`config.mk`:
```
export PLATFORM = sky130hd
export DESIGN_NAME = alu_arbiter
export DESIGN_NICKNAME = d
export VERILOG_FILES = /design/src/rtl/alu_arbiter.sv
export SDC_FILE = /design/constraint.sdc
export NUM_CORES = 1
export LEC_CHECK = 0
export BUFFER_PORTS_ARGS = -buffer_cell sky130_fd_sc_hd__clkbuf_2
export CAP_MARGIN = 10
export CORE_UTILIZATION = 47
export CTS_BUF_LIST = sky130_fd_sc_hd__clkbuf_8 sky130_fd_sc_hd__clkbuf_16
export DETAILED_ROUTE_END_ITERATION = 8
export PLACE_DENSITY = 0.86
export SETUP_SLACK_MARGIN = 0.5
export SLEW_MARGIN = 20
export SYNTH_ARGS = -nofsm -noshare
export SYNTH_HDL_FRONTEND = slang
export SYNTH_SLANG_ARGS = --single-unit
```
`constraint.sdc`:
```
create_clock -name clk -period 4 [get_ports clk]
set_clock_uncertainty 0.05 [all_clocks]
set_input_delay 0.8 -clock clk [delete_from_list [all_inputs] [get_ports clk]]
set_output_delay 0.8 -clock clk [all_outputs]
set_load 0.02 [all_outputs]
```
`src/rtl/alu_arbiter.sv`:
```
// Round-robin sequencer sharing one external ALU among NUM_REQ requesters.
// Optional completed-op counter (op_count port) is enabled by defining ALU_ARB_CNT_EN.
module alu_arbiter #(
  parameter int NUM_REQ = 4,
  parameter int DATA_W  = 8,
  parameter int ID_W    = 2
) (
  input  logic                        clk,
  input  logic                        rst_n,
  input  logic [NUM_REQ-1:0]          req_valid,
  output logic [NUM_REQ-1:0]          req_ready,
  input  logic [2*NUM_REQ-1:0]        req_opcode,
  input  logic [DATA_W*NUM_REQ-1:0]   req_a,
  input  logic [DATA_W*NUM_REQ-1:0]   req_b,
  output logic [1:0]                  alu_opcode,
  output logic [DATA_W-1:0]           alu_a,
  output logic [DATA_W-1:0]           alu_b,
  input  logic [DATA_W-1:0]           alu_y,
  output logic                        rsp_valid,
  input  logic                        rsp_ready,
  output logic [ID_W-1:0]             rsp_id,
  output logic [DATA_W-1:0]           rsp_y,
`ifdef ALU_ARB_CNT_EN
  output logic [15:0]                 op_count,
`endif
  output logic [1:0]                  dbg_state
);

  // Handshakes: a transfer occurs on a rising edge where valid && ready are both high.
  // Request side: ready is combinational from valid; requesters hold payload until ready.
  // Response side: rsp_valid/rsp_id/rsp_y stay stable until rsp_ready is seen.

  typedef enum logic [1:0] {
    ST_IDLE  = 2'd0,
    ST_ISSUE = 2'd1,
    ST_RESP  = 2'd2
  } state_t;

  state_t              r_state;
  state_t              w_next;
  logic [ID_W-1:0]     r_rr_ptr;
  logic [ID_W-1:0]     r_gid;
  logic [1:0]          r_op;
  logic [DATA_W-1:0]   r_a;
  logic [DATA_W-1:0]   r_b;
  logic                r_rsp_valid;
  logic [ID_W-1:0]     r_rsp_id;
  logic [DATA_W-1:0]   r_rsp_y;
  logic                w_any;
  logic [ID_W-1:0]     w_grant;
  logic [NUM_REQ-1:0]  w_req_ready;

  // Scan from the highest offset down so the last hit is the one closest to rr_ptr.
  always_comb begin
    logic [ID_W-1:0] v_idx;
    w_any   = 1'b0;
    w_grant = '0;
    v_idx   = '0;
    for (int k = NUM_REQ - 1; k >= 0; k--) begin
      v_idx = ID_W'((int'(r_rr_ptr) + k) % NUM_REQ);
      if (req_valid[v_idx]) begin
        w_any   = 1'b1;
        w_grant = v_idx;
      end
    end
  end

  always_ff @(posedge clk or negedge rst_n) begin
    if (!rst_n) r_state <= ST_IDLE;
    else        r_state <= w_next;
  end

  always_comb begin
    w_next      = r_state;
    w_req_ready = '0;
    case (r_state)
      ST_IDLE: begin
        if (w_any) begin
          w_req_ready[w_grant] = 1'b1;
          w_next               = ST_ISSUE;
        end
      end
      ST_ISSUE: w_next = ST_RESP;
      ST_RESP:  if (rsp_ready) w_next = ST_IDLE;
      default:  w_next = ST_IDLE;
    endcase
  end

  always_ff @(posedge clk or negedge rst_n) begin
    if (!rst_n) begin
      r_rr_ptr    <= '0;
      r_gid       <= '0;
      r_op        <= 2'b00;
      r_a         <= '0;
      r_b         <= '0;
      r_rsp_valid <= 1'b0;
      r_rsp_id    <= '0;
      r_rsp_y     <= '0;
    end else begin
      case (r_state)
        ST_IDLE: begin
          if (w_any) begin
            r_gid <= w_grant;
            r_op  <= req_opcode[2*int'(w_grant) +: 2];
            r_a   <= req_a[DATA_W*int'(w_grant) +: DATA_W];
            r_b   <= req_b[DATA_W*int'(w_grant) +: DATA_W];
          end
        end
        ST_ISSUE: begin
          r_rsp_y     <= alu_y;
          r_rsp_id    <= r_gid;
          r_rsp_valid <= 1'b1;
        end
        ST_RESP: begin
          if (rsp_ready) begin
            r_rsp_valid <= 1'b0;
            r_rr_ptr    <= ID_W'((int'(r_gid) + 1) % NUM_REQ);
          end
        end
        default: ;
      endcase
    end
  end

`ifdef ALU_ARB_CNT_EN
  logic [15:0] r_op_count;

  always_ff @(posedge clk or negedge rst_n) begin
    if (!rst_n)                                    r_op_count <= 16'h0000;
    else if (r_state == ST_RESP && rsp_ready)      r_op_count <= r_op_count + 16'h0001;
  end

  assign op_count = r_op_count;
`endif

  // ALU operands come straight from the latch registers, so they hold outside ISSUE.
  assign alu_opcode = r_op;
  assign alu_a      = r_a;
  assign alu_b      = r_b;
  assign req_ready  = w_req_ready;
  assign rsp_valid  = r_rsp_valid;
  assign rsp_id     = r_rsp_id;
  assign rsp_y      = r_rsp_y;
  assign dbg_state  = r_state;

endmodule

```
Word level (Yosys, flattened, before mapping) --
Index checks and enable logic that the tools add are counted.
Storage, ports and cells: flip-flop bits (word level) 35, input bits 87, output and inout bits 35, logic and storage cells 58
Cells by class: add/sub/neg operators 4, $lt $le $gt $ge 6, equality and inequality tests 4, shift-type cells 3, mux-type cells 25, reduce and logical (&&, ||, !) cells 7
Operator list (number):
- variable part select 32 x 6 -> 8 bit | 2
- less-than comparator 2 x 3 -> 1 bit, second input constant | 5
- two-way mux 2 bit | 6
- two-way mux 1 bit | 10
- binary-select mux 1 bit (select 2 bit) | 4
- two-way mux 4 bit | 2
- AND reduction 2 bit | 4
- variable part select 8 x 4 -> 2 bit | 1
- case mux 2 bit (3 select lines) | 1
- adder 2 x 1 -> 2 bit, second input constant | 2
- adder 2 bit, second input constant | 2
- != test 2 bit, second input constant | 2
- demux 1 bit (select 2 bit) | 1
- equality test 2 x 1 -> 1 bit, second input constant | 1
- equality test 2 bit, second input constant | 1
- greater-or-equal comparator 2 x 1 -> 1 bit, second input constant | 1
- logical NOT 2 bit | 1
- case mux 1 bit (2 select lines) | 1
- nonzero test 2 bit | 1
- logical AND 1 bit | 1

Longest topological paths before layout --
Gate-level depths: netlist of the first run.
word-level depth 13, mapped depth 8, gate-level depth less buffers 6

Worst setup path after synthesis of the first run --
No wires, ideal clock.
path type in2out, start point in req_valid[2], end point out req_ready[0], data arrival time 2.083 ns, data required time 3.150 ns, slack 1.067 ns, stages on the path 5, path buffers 1, cell sequence nand2b_1 > a21oi_1 > clkbuf_1 > nor2_1 > nor3_1
Between the ends: longest elaborated chain between the ends 12, elaborated cells on any way between the ends 23, those cells by class order compare: 2; mux: 20; reduce/logical: 1
RTL lines:
- start: declaration | RTL line 10 | input logic [NUM_REQ-1:0] req_valid,
- binary-select mux 1 bit (select 2 bit) | RTL line 61 | if (req_valid[v_idx]) begin
- two-way mux 1 bit (implied by the code) | RTL line 61
- two-way mux 2 bit (4 in series) | RTL line 61
- less-than comparator 2 x 3 -> 1 bit (implied by the code) / greater-or-equal comparator 2 x 1 -> 1 bit (equally long branches) | RTL line 79 | w_req_ready[w_grant] = 1'b1;
- logical AND 1 bit (implied by the code) | RTL line 79
- two-way mux 1 bit (implied by the code) | RTL line 79
- demux 1 bit (select 2 bit) | RTL line 79
- two-way mux 4 bit * | RTL line 78 | if (w_any) begin
- two-way mux 4 bit * | RTL line 76 | case (r_state)
- end: declaration | RTL line 11 | output logic [NUM_REQ-1:0] req_ready,
Every way passes the cells marked *; elsewhere a longest branch is shown, timed or not. The select of a mux whose other input is x is not followed.

Final worst setup path of the first run --
start point in req_valid[0], end point out req_ready[0]
Same word-level chain as after synthesis.

==> impl_metrics.py, run 1 <==
metrics = {
    "clock_network": {
        "cts_inserted_buffers": 5,
        "clk_latency_ns": 0.29,
        "cts_tree": "done",
        "clock_sinks": 35,
        "ctsResizeCount": 0,
        "cts_max_path_buffers": 2,
        "root_buffer": "clkbuf_8",
        "hold_buffers": 0,
        "post-cts-setup-buffer-count": 0,
        "htreeDepth": 2,
        "cts.clk_slew.worst_paths_ns": 0.07,
    },
    "worst_setup_path": {
        "rr_endpoint": "alu_b[0]",
        "cp_max_fo": 13,
        "crit_buf_inv": 3,
        "r2r-start": "r_rr_ptr[1]",
        "critPathLaunchType": "input pin",
        "crit_type": "in2out",
        "crit_path_top_delay_cell": "a211o_1",
        "arrival_ns": 2.16,
        "crit_path_cell_trace": "clkbuf_2 -> nor2_1 -> a211o_1 -> buf_4 -> nor3_1 -> clkbuf_2",
        "path_depth": 6,
        "rrSetupSlack_ns": 1.57,
        "reg2reg_depth": 6,
        "critical-path-max-stage-delay_ns": 0.48,
        "required_ns": 3.15,
        "cpMostUsedCell": "clkbuf_2",
        "crit_family": "buffers and inverters",
        "cp-end-kind": "primary output",
    },
    "job": {
        "max_cap_viol_count": 0,
    },
    "yosys": {
        "ys_types": 35,
        "synthTopCellsByArea": "dfrtp_1 43%, mux2_4 13%, a221o_1 8.8%",
        "ys_seq_elements": 35,
        "yosysTopAreaCell": "dfrtp_1",
        "yosysSeqAreaShare_pct": 43.0,
        "netlist_area_sq_um": 2040,
        "synth_nets": 277,
        "yosysWarnings": 0,
        "synthCells": 190,
        "synth.top_cell.area_share_pct": 43.0,
        "synth.avg_cell_area_sq_um": 10.7,
    },
    "global_route": {
        "grt_max_degree": 36,
        "grt_pass1_vias": 1852,
        "grt_first_pass_wirelength_um": 8250,
        "grt-ovfl-total": 0,
        "antenna_found_initial": 0,
        "grtUsageTotal_pct": 24.3,
    },
    "detailed_routing": {
        "detail_route.wl_per_cell_um": 15.4,
        "routed-via-count": 2024,
        "viasPerCell": 5.64,
        "totalWireLength_um": 5530,
        "dr.pass1.iters": 4,
        "ant_nets": 0,
        "drcViolationCount": 0,
        "drt_iter0_drc": 154,
    },
    "cells_and_area": {
        "drive_above_1_share_pct": 54.4,
        "num_antenna_cells": 0,
        "final_cell_mix": "121 x clkbuf_2, 35 x dfrtp_1, 21 x a21oi_1, 20 x o21ai_0",
        "syn2layout_area_growth_pct": 34.9,
        "utilization_pct": 67.3,
        "final_common_cell": "clkbuf_2",
        "nNetsFinal": 395,
    },
    "floorplan": {
        "rows": 23,
        "dieArea_sq_um": 4600,
        "die_x_um": 67.9,
        "initial_core_util_pct": 49.9,
        "coreArea_sq_um": 4090,
        "pin_count": 122,
        "dieHeight_um": 67.9,
    },
    "sta": {
        "fmax_mhz": 332,
        "setup_viol": 0,
        "rsz0062_at_grt": "false",
        "fin_crit_ns": 3.01,
        "finalSetupTns_ns": 0,
        "fin_crit_sh_pct": 75.3,
        "finalHoldViolations": 0,
        "maxSlewViolCount": 0,
        "slew_headroom_pct": 41.4,
        "whs_ns": 0.460,
        "tightest_slew_ns": 0.879,
    },
    "place": {
        "portBuffers": 121,
        "dp_hpwl_um": 4020,
        "place_congestion": 0.745,
    },
    "worst_hold_path": {
        "hp-class": "reg2reg",
        "hold_start": "rsp_y[1]",
        "worstHoldPathCells": 1,
        "min_to": "rsp_y[1]",
    },
    "power": {
        "power.density_nw_per_um2": 751,
        "cellLeakagePower_nw": 1.43,
        "ir_drop_v": 0.000313,
    },
    "outcome": {
        "status": "complete, no violations",
    },
}
[metal layers]
| layer | up-vias | GRT usage, % | routed length, um | share of wire, % |
|---|---|---|---|---|
| li1 | 953 | - | - | - |
| met1 | 953 | 29.0 | 2300 | 42 |
| met2 | 105 | 42.5 | 2770 | 50 |
| met3 | 13 | 3.33 | 331 | 6.0 |
| met4 | 0 | 12.5 | 136 | 2.5 |
| met5 | - | 0 | 0 | 0 |
[Yosys cell counts, drive strengths merged]
cell     instances
nor2             5
o21a             1
a211o            1
nand2            8
and3             1
xnor2            1
mux2            28
a21o             1
nand3b           1
dfrtp           35
nand3           18
a31oi            1
a221o           18
o21ai           21
nor2b            1
a21oi           21
nor3             2
clkbuf           7
o211ai           1
or2              1
a31o             1
buf              7
and3b            1
o2bb2ai          1
nand2b           3
inv              3
nor3b            1
[state kept, by name, indices dropped and copies added (netlist names)]
name and count:
rsp_id 2, alu_a 8, alu_opcode 2, dbg_state 2, r_gid 2, rsp_y 8, alu_b 8, rsp_valid 1
r_rr_ptr 2
[final cells by class]
class	count	area, sq um
fill	332	1340
multi-input combinational	138	1080
sequential	35	876
timing repair buffer	125	636
clock buffer	5	68.8
tap	50	62.6
clock inverter	3	16.3
inverter	3	11.3
[cell families after synthesis]
logic type / Yosys count / synth area share, %
compound gates: 67 / 22.6
xor+xnor: 1 / 0.430
buf+inv: 17 / 4.11
flops: 35 / 43.0
mux: 28 / 18.8
simple gates: 42 / 11.1
[worst register-to-register path, cell delays in order, from the launching register on]
cell and delay [ns]:
dfrtp_1 0.44, nand2b_2 0.25, a31oi_4 0.57, nand2_4 0.07, buf_4 0.27, mux2_4 0.34
a221o_1 0.33
[worst max path at each step]
stage / from / to / slack, ns
2_1_floorplan: req_valid[2] / req_ready[0] / 1.07
5_1_grt: req_valid[0] / req_ready[0] / 0.88
4_1_cts: req_valid[0] / req_ready[0] / 1.02
6_report: req_valid[0] / req_ready[0] / 0.99
3_3_place_gp: req_valid[0] / req_ready[1] / 1.05
3_5_place_dp: req_valid[0] / req_ready[0] / 1.02
[stage by stage]
step | area (sq um) | setup slack (ns) | total power, mW | cells
after global routing | 2750 | 0.881 | 2.21 | 359
after floorplan | 2040 | 1.07 | 1.48 | 190
final | 2750 | 0.989 | 2.07 | 359
after CTS | 2750 | 1.02 | 2.08 | 359
after detailed placement | 2660 | 1.02 | 1.83 | 351
after global placement | 2660 | 1.05 | 1.79 | 351
[report_power, final]
part / internal, mW / switching [mW] / total [mW]
sequential: 0.532 / 0.122 / 0.654
combinational: 0.505 / 0.659 / 1.16
clock: 0.119 / 0.127 / 0.246
total: 1.16 / 0.908 / 2.07
Note: power is estimated with default switching activity, not from simulation.
==> run 2, diff against run 1 <==
--- a/config.mk
+++ b/config.mk
@@ -5,12 +5,13 @@
 export SDC_FILE = /design/constraint.sdc
 export NUM_CORES = 1
 export LEC_CHECK = 0
+export ABC_AREA = 1
 export BUFFER_PORTS_ARGS = -buffer_cell sky130_fd_sc_hd__clkbuf_2
 export CAP_MARGIN = 10
 export CORE_UTILIZATION = 47
 export CTS_BUF_LIST = sky130_fd_sc_hd__clkbuf_8 sky130_fd_sc_hd__clkbuf_16
 export DETAILED_ROUTE_END_ITERATION = 8
-export PLACE_DENSITY = 0.86
+export PLACE_DENSITY = 0.81
 export SETUP_SLACK_MARGIN = 0.5
 export SLEW_MARGIN = 20
 export SYNTH_ARGS = -nofsm -noshare
==> constraint.sdc (replaced) <==
create_clock -name clk -period 2.9 [get_ports clk]
set_clock_uncertainty 0.05 [all_clocks]
set_input_delay 0.58 -clock clk [delete_from_list [all_inputs] [get_ports clk]]
set_output_delay 0.58 -clock clk [all_outputs]
set_load 0.02 [all_outputs]
==> run 2 against run 1 <==
Net effect: register-to-register slack got worse by 0.92 ns; sequential power rose by 38%; setup slack got worse by 0.64 ns; flip-flop and latch count did not move; synthesized area grew 24%; wire length is 28% higher.
==> impl_metrics.py, run 2 <==
metrics = {
    "worst_setup_path": {
        "crit_path_top_delay_cell": "dfrtp_2",
        "cp_max_fo": 8,
        "crit_type": "reg2out",
        "rrSetupSlack_ns": 0.65,
        "required_ns": 2.27,
        "critical-path-max-stage-delay_ns": 0.47,
        "critPathLaunchType": "register",
        "cp-end-kind": "primary output",
        "cpMostUsedCell": "nand2_2",
        "cp-startpoint": "r_rr_ptr[0]",
        "r2r-start": "r_rr_ptr[0]",
        "crit_path_cell_trace": "clkinv_4 -> nand2_2 -> nand2_2 -> nand2_2 -> nand2_1 -> nor2_2 -> nand3_2 -> nand2_4 -> inv_1 -> nand2_1 -> nor2_1 -> buf_4",
        "rr_endpoint": "alu_b[0]",
        "crit_end": "req_ready[1]",
        "reg2reg_depth": 16,
        "arrival_ns": 1.92,
    },
    "power": {
        "swShare_pct": 53.7,
        "p_int_mw": 2.16,
        "ir_drop_v": 0.000691,
        "p_seq_share_pct": 19.3,
        "switchingPower_mw": 2.51,
        "cellLeakagePower_nw": 2.29,
        "combPwrFrac_pct": 73.4,
        "clkPwrFrac_pct": 7.3,
        "power.density_nw_per_um2": 1330,
    },
    "worst_hold_path": {
        "hp-class": "in2async",
    },
    "clock_network": {
        "cts_max_path_buffers": 2,
        "cts_tree": "done",
        "hold_buffers": 0,
        "clock_sinks": 35,
        "cts_inserted_buffers": 5,
        "htreeDepth": 2,
        "root_buffer": "clkbuf_8",
        "cts.clk_slew.worst_paths_ns": 0.07,
        "clk_latency_ns": 0.29,
    },
    "sta": {
        "slew_headroom_pct": 43.1,
        "setup_viol": 0,
        "fin_crit_sh_pct": 88.0,
        "fin_crit_ns": 2.55,
        "worst_slack_ns": 0.348,
        "finalSetupTns_ns": 0,
        "fmax_mhz": 392,
        "maxSlewViolCount": 0,
        "whs_ns": 0.338,
        "finalHoldViolations": 0,
        "tightest_slew_ns": 0.854,
        "rsz0062_at_grt": "true",
    },
    "yosys": {
        "yosysWarnings": 0,
        "ys_types": 18,
        "yosysSeqAreaShare_pct": 34.8,
        "netlist_area_sq_um": 2520,
        "synthTopCellsByArea": "dfrtp_1 35%, nand2_1 25%, nand3_1 16%",
        "synth.avg_cell_area_sq_um": 6.02,
        "yosysMostFrequentCell": "nand2_1",
        "synth-edff-count": 0,
        "synth_commonest_cells": "167 x nand2_1, 88 x inv_1, 79 x nand3_1",
        "yosysTopAreaCell": "dfrtp_1",
        "ys.flop_type": "dfrtp_1",
        "synth.top_cell.area_share_pct": 34.8,
        "ys_seq_elements": 35,
        "synthArstFlopShare_pct": 100,
        "synthCells": 418,
        "synth_nets": 505,
    },
    "global_route": {
        "grt-ovfl-total": 0,
        "antenna_found_initial": 0,
        "grtUsageTotal_pct": 25.7,
        "grt_pass1_vias": 2627,
        "grt_first_pass_wirelength_um": 11100,
        "grt_max_degree": 37,
    },
    "floorplan": {
        "initial_core_util_pct": 49.0,
        "rows": 26,
        "dieHeight_um": 75.2,
        "coreArea_sq_um": 5140,
        "dieArea_sq_um": 5650,
        "die_x_um": 75.2,
        "pin_count": 122,
    },
    "place": {
        "preCtsSetupSlack_ns": 0.389,
        "place_congestion": 0.795,
        "dp_hpwl_um": 4960,
        "portBuffers": 121,
    },
    "cells_and_area": {
        "final_common_cell": "nand2_1",
        "num_antenna_cells": 0,
        "seq_area_sq_um": 878,
        "final_cell_mix": "149 x nand2_1, 117 x clkbuf_2, 85 x inv_1, 73 x nand3_1, 33 x dfrtp_1",
        "multiInputGateArea_sq_um": 1310,
        "nNetsFinal": 637,
        "drive_above_1_share_pct": 36.1,
        "nFillCells": 470,
        "syn2layout_area_growth_pct": 39.9,
    },
    "detailed_routing": {
        "dr.pass1.iters": 4,
        "drt_iter0_drc": 207,
        "routed-via-count": 2984,
        "detail_route.wl_per_cell_um": 11.4,
        "drcViolationCount": 0,
        "viasPerCell": 4.81,
        "ant_nets": 0,
        "totalWireLength_um": 7090,
    },
    "job": {
        "max_cap_viol_count": 0,
    },
    "outcome": {
        "status": "complete, no violations",
    },
}
==> run 2: kinds of logic after synthesis <==
logic type	synth area share, %
AOI/OAI and AO/OA	1.59
and+or+nand+nor	44.6
DFF	34.8
xor gates and xnor gates	0.348
buffers and inverters	18.7
==> run 2: final cells by class <==
| class | instances | area share, % |
|---|---|---|
| inverters | 91 | 10.0 |
| flip-flops and latches | 35 | 24.9 |
| well taps | 70 | 2.49 |
| multi-input cells | 273 | 37.1 |
| clock buffers | 5 | 1.95 |
| clock inverters | 3 | 0.462 |
| repair buffers | 144 | 23.0 |
==> run 2: how the worst min path moves through the flow <==
stage	start	endpoint	slack (ns)	cells after the start
2_1_floorplan	rst_n	alu_a[0]	0.23	0
4_1_cts	rst_n	rsp_y[1]	0.37	1
6_report	rst_n	rsp_y[1]	0.34	1
5_1_grt	rst_n	rsp_y[6]	0.41	1
3_5_place_dp	rsp_y[5]	rsp_y[5]	0.41	2
3_3_place_gp	rsp_y[0]	rsp_y[0]	0.40	2
==> run 2: through the flow <==
stage                     cells  util (%)  power [mW]  instance area, sq um
after floorplan             418         -        3.13                  2520
after global placement      598      61.4        3.74                  3160
after detailed placement    598      61.4        3.80                  3160
after CTS                   615      65.9        4.46                  3390
after global routing        621      68.5        5.12                  3520
final                       621      68.5        4.67                  3520
==> run 2: per-layer routing <==
| layer | global-route usage (%) | up-vias | wire length, um |
|---|---|---|---|
| met5 | 0 | - | 0 |
| met4 | 7.41 | 0 | 144 |
| met3 | 4.15 | 16 | 358 |
| met2 | 47.1 | 98 | 3680 |
| met1 | 31.1 | 1369 | 2910 |
| li1 | - | 1501 | - |
==> run 2: repair_timing <==
item                       CTS  global route
setup endpoints to repair    4            10
hold endpoints to repair     0             0
gates cloned                 1             0
resized for setup           23            32
pin swaps                   15             9
buffers inserted             8             6
==> run 2: power groups by stage <==
stage	Combinational, mW	Sequential [mW]	Clock, mW
2_1_floorplan	2.01	1.12	0
3_3_place_gp	2.84	0.907	0
3_5_place_dp	2.90	0.904	0
4_1_cts	3.22	0.893	0.344
5_1_grt	3.82	0.930	0.364
6_report	3.43	0.903	0.340
==> run 2: worst max-delay path: cells and delay by family, from the launching register on <==
| family | cells | cell delay (ns) |
|---|---|---|
| flip-flops | 1 | 0.47 |
| AND/OR/NAND/NOR | 9 | 0.81 |
| buffers and inverters | 3 | 0.34 |
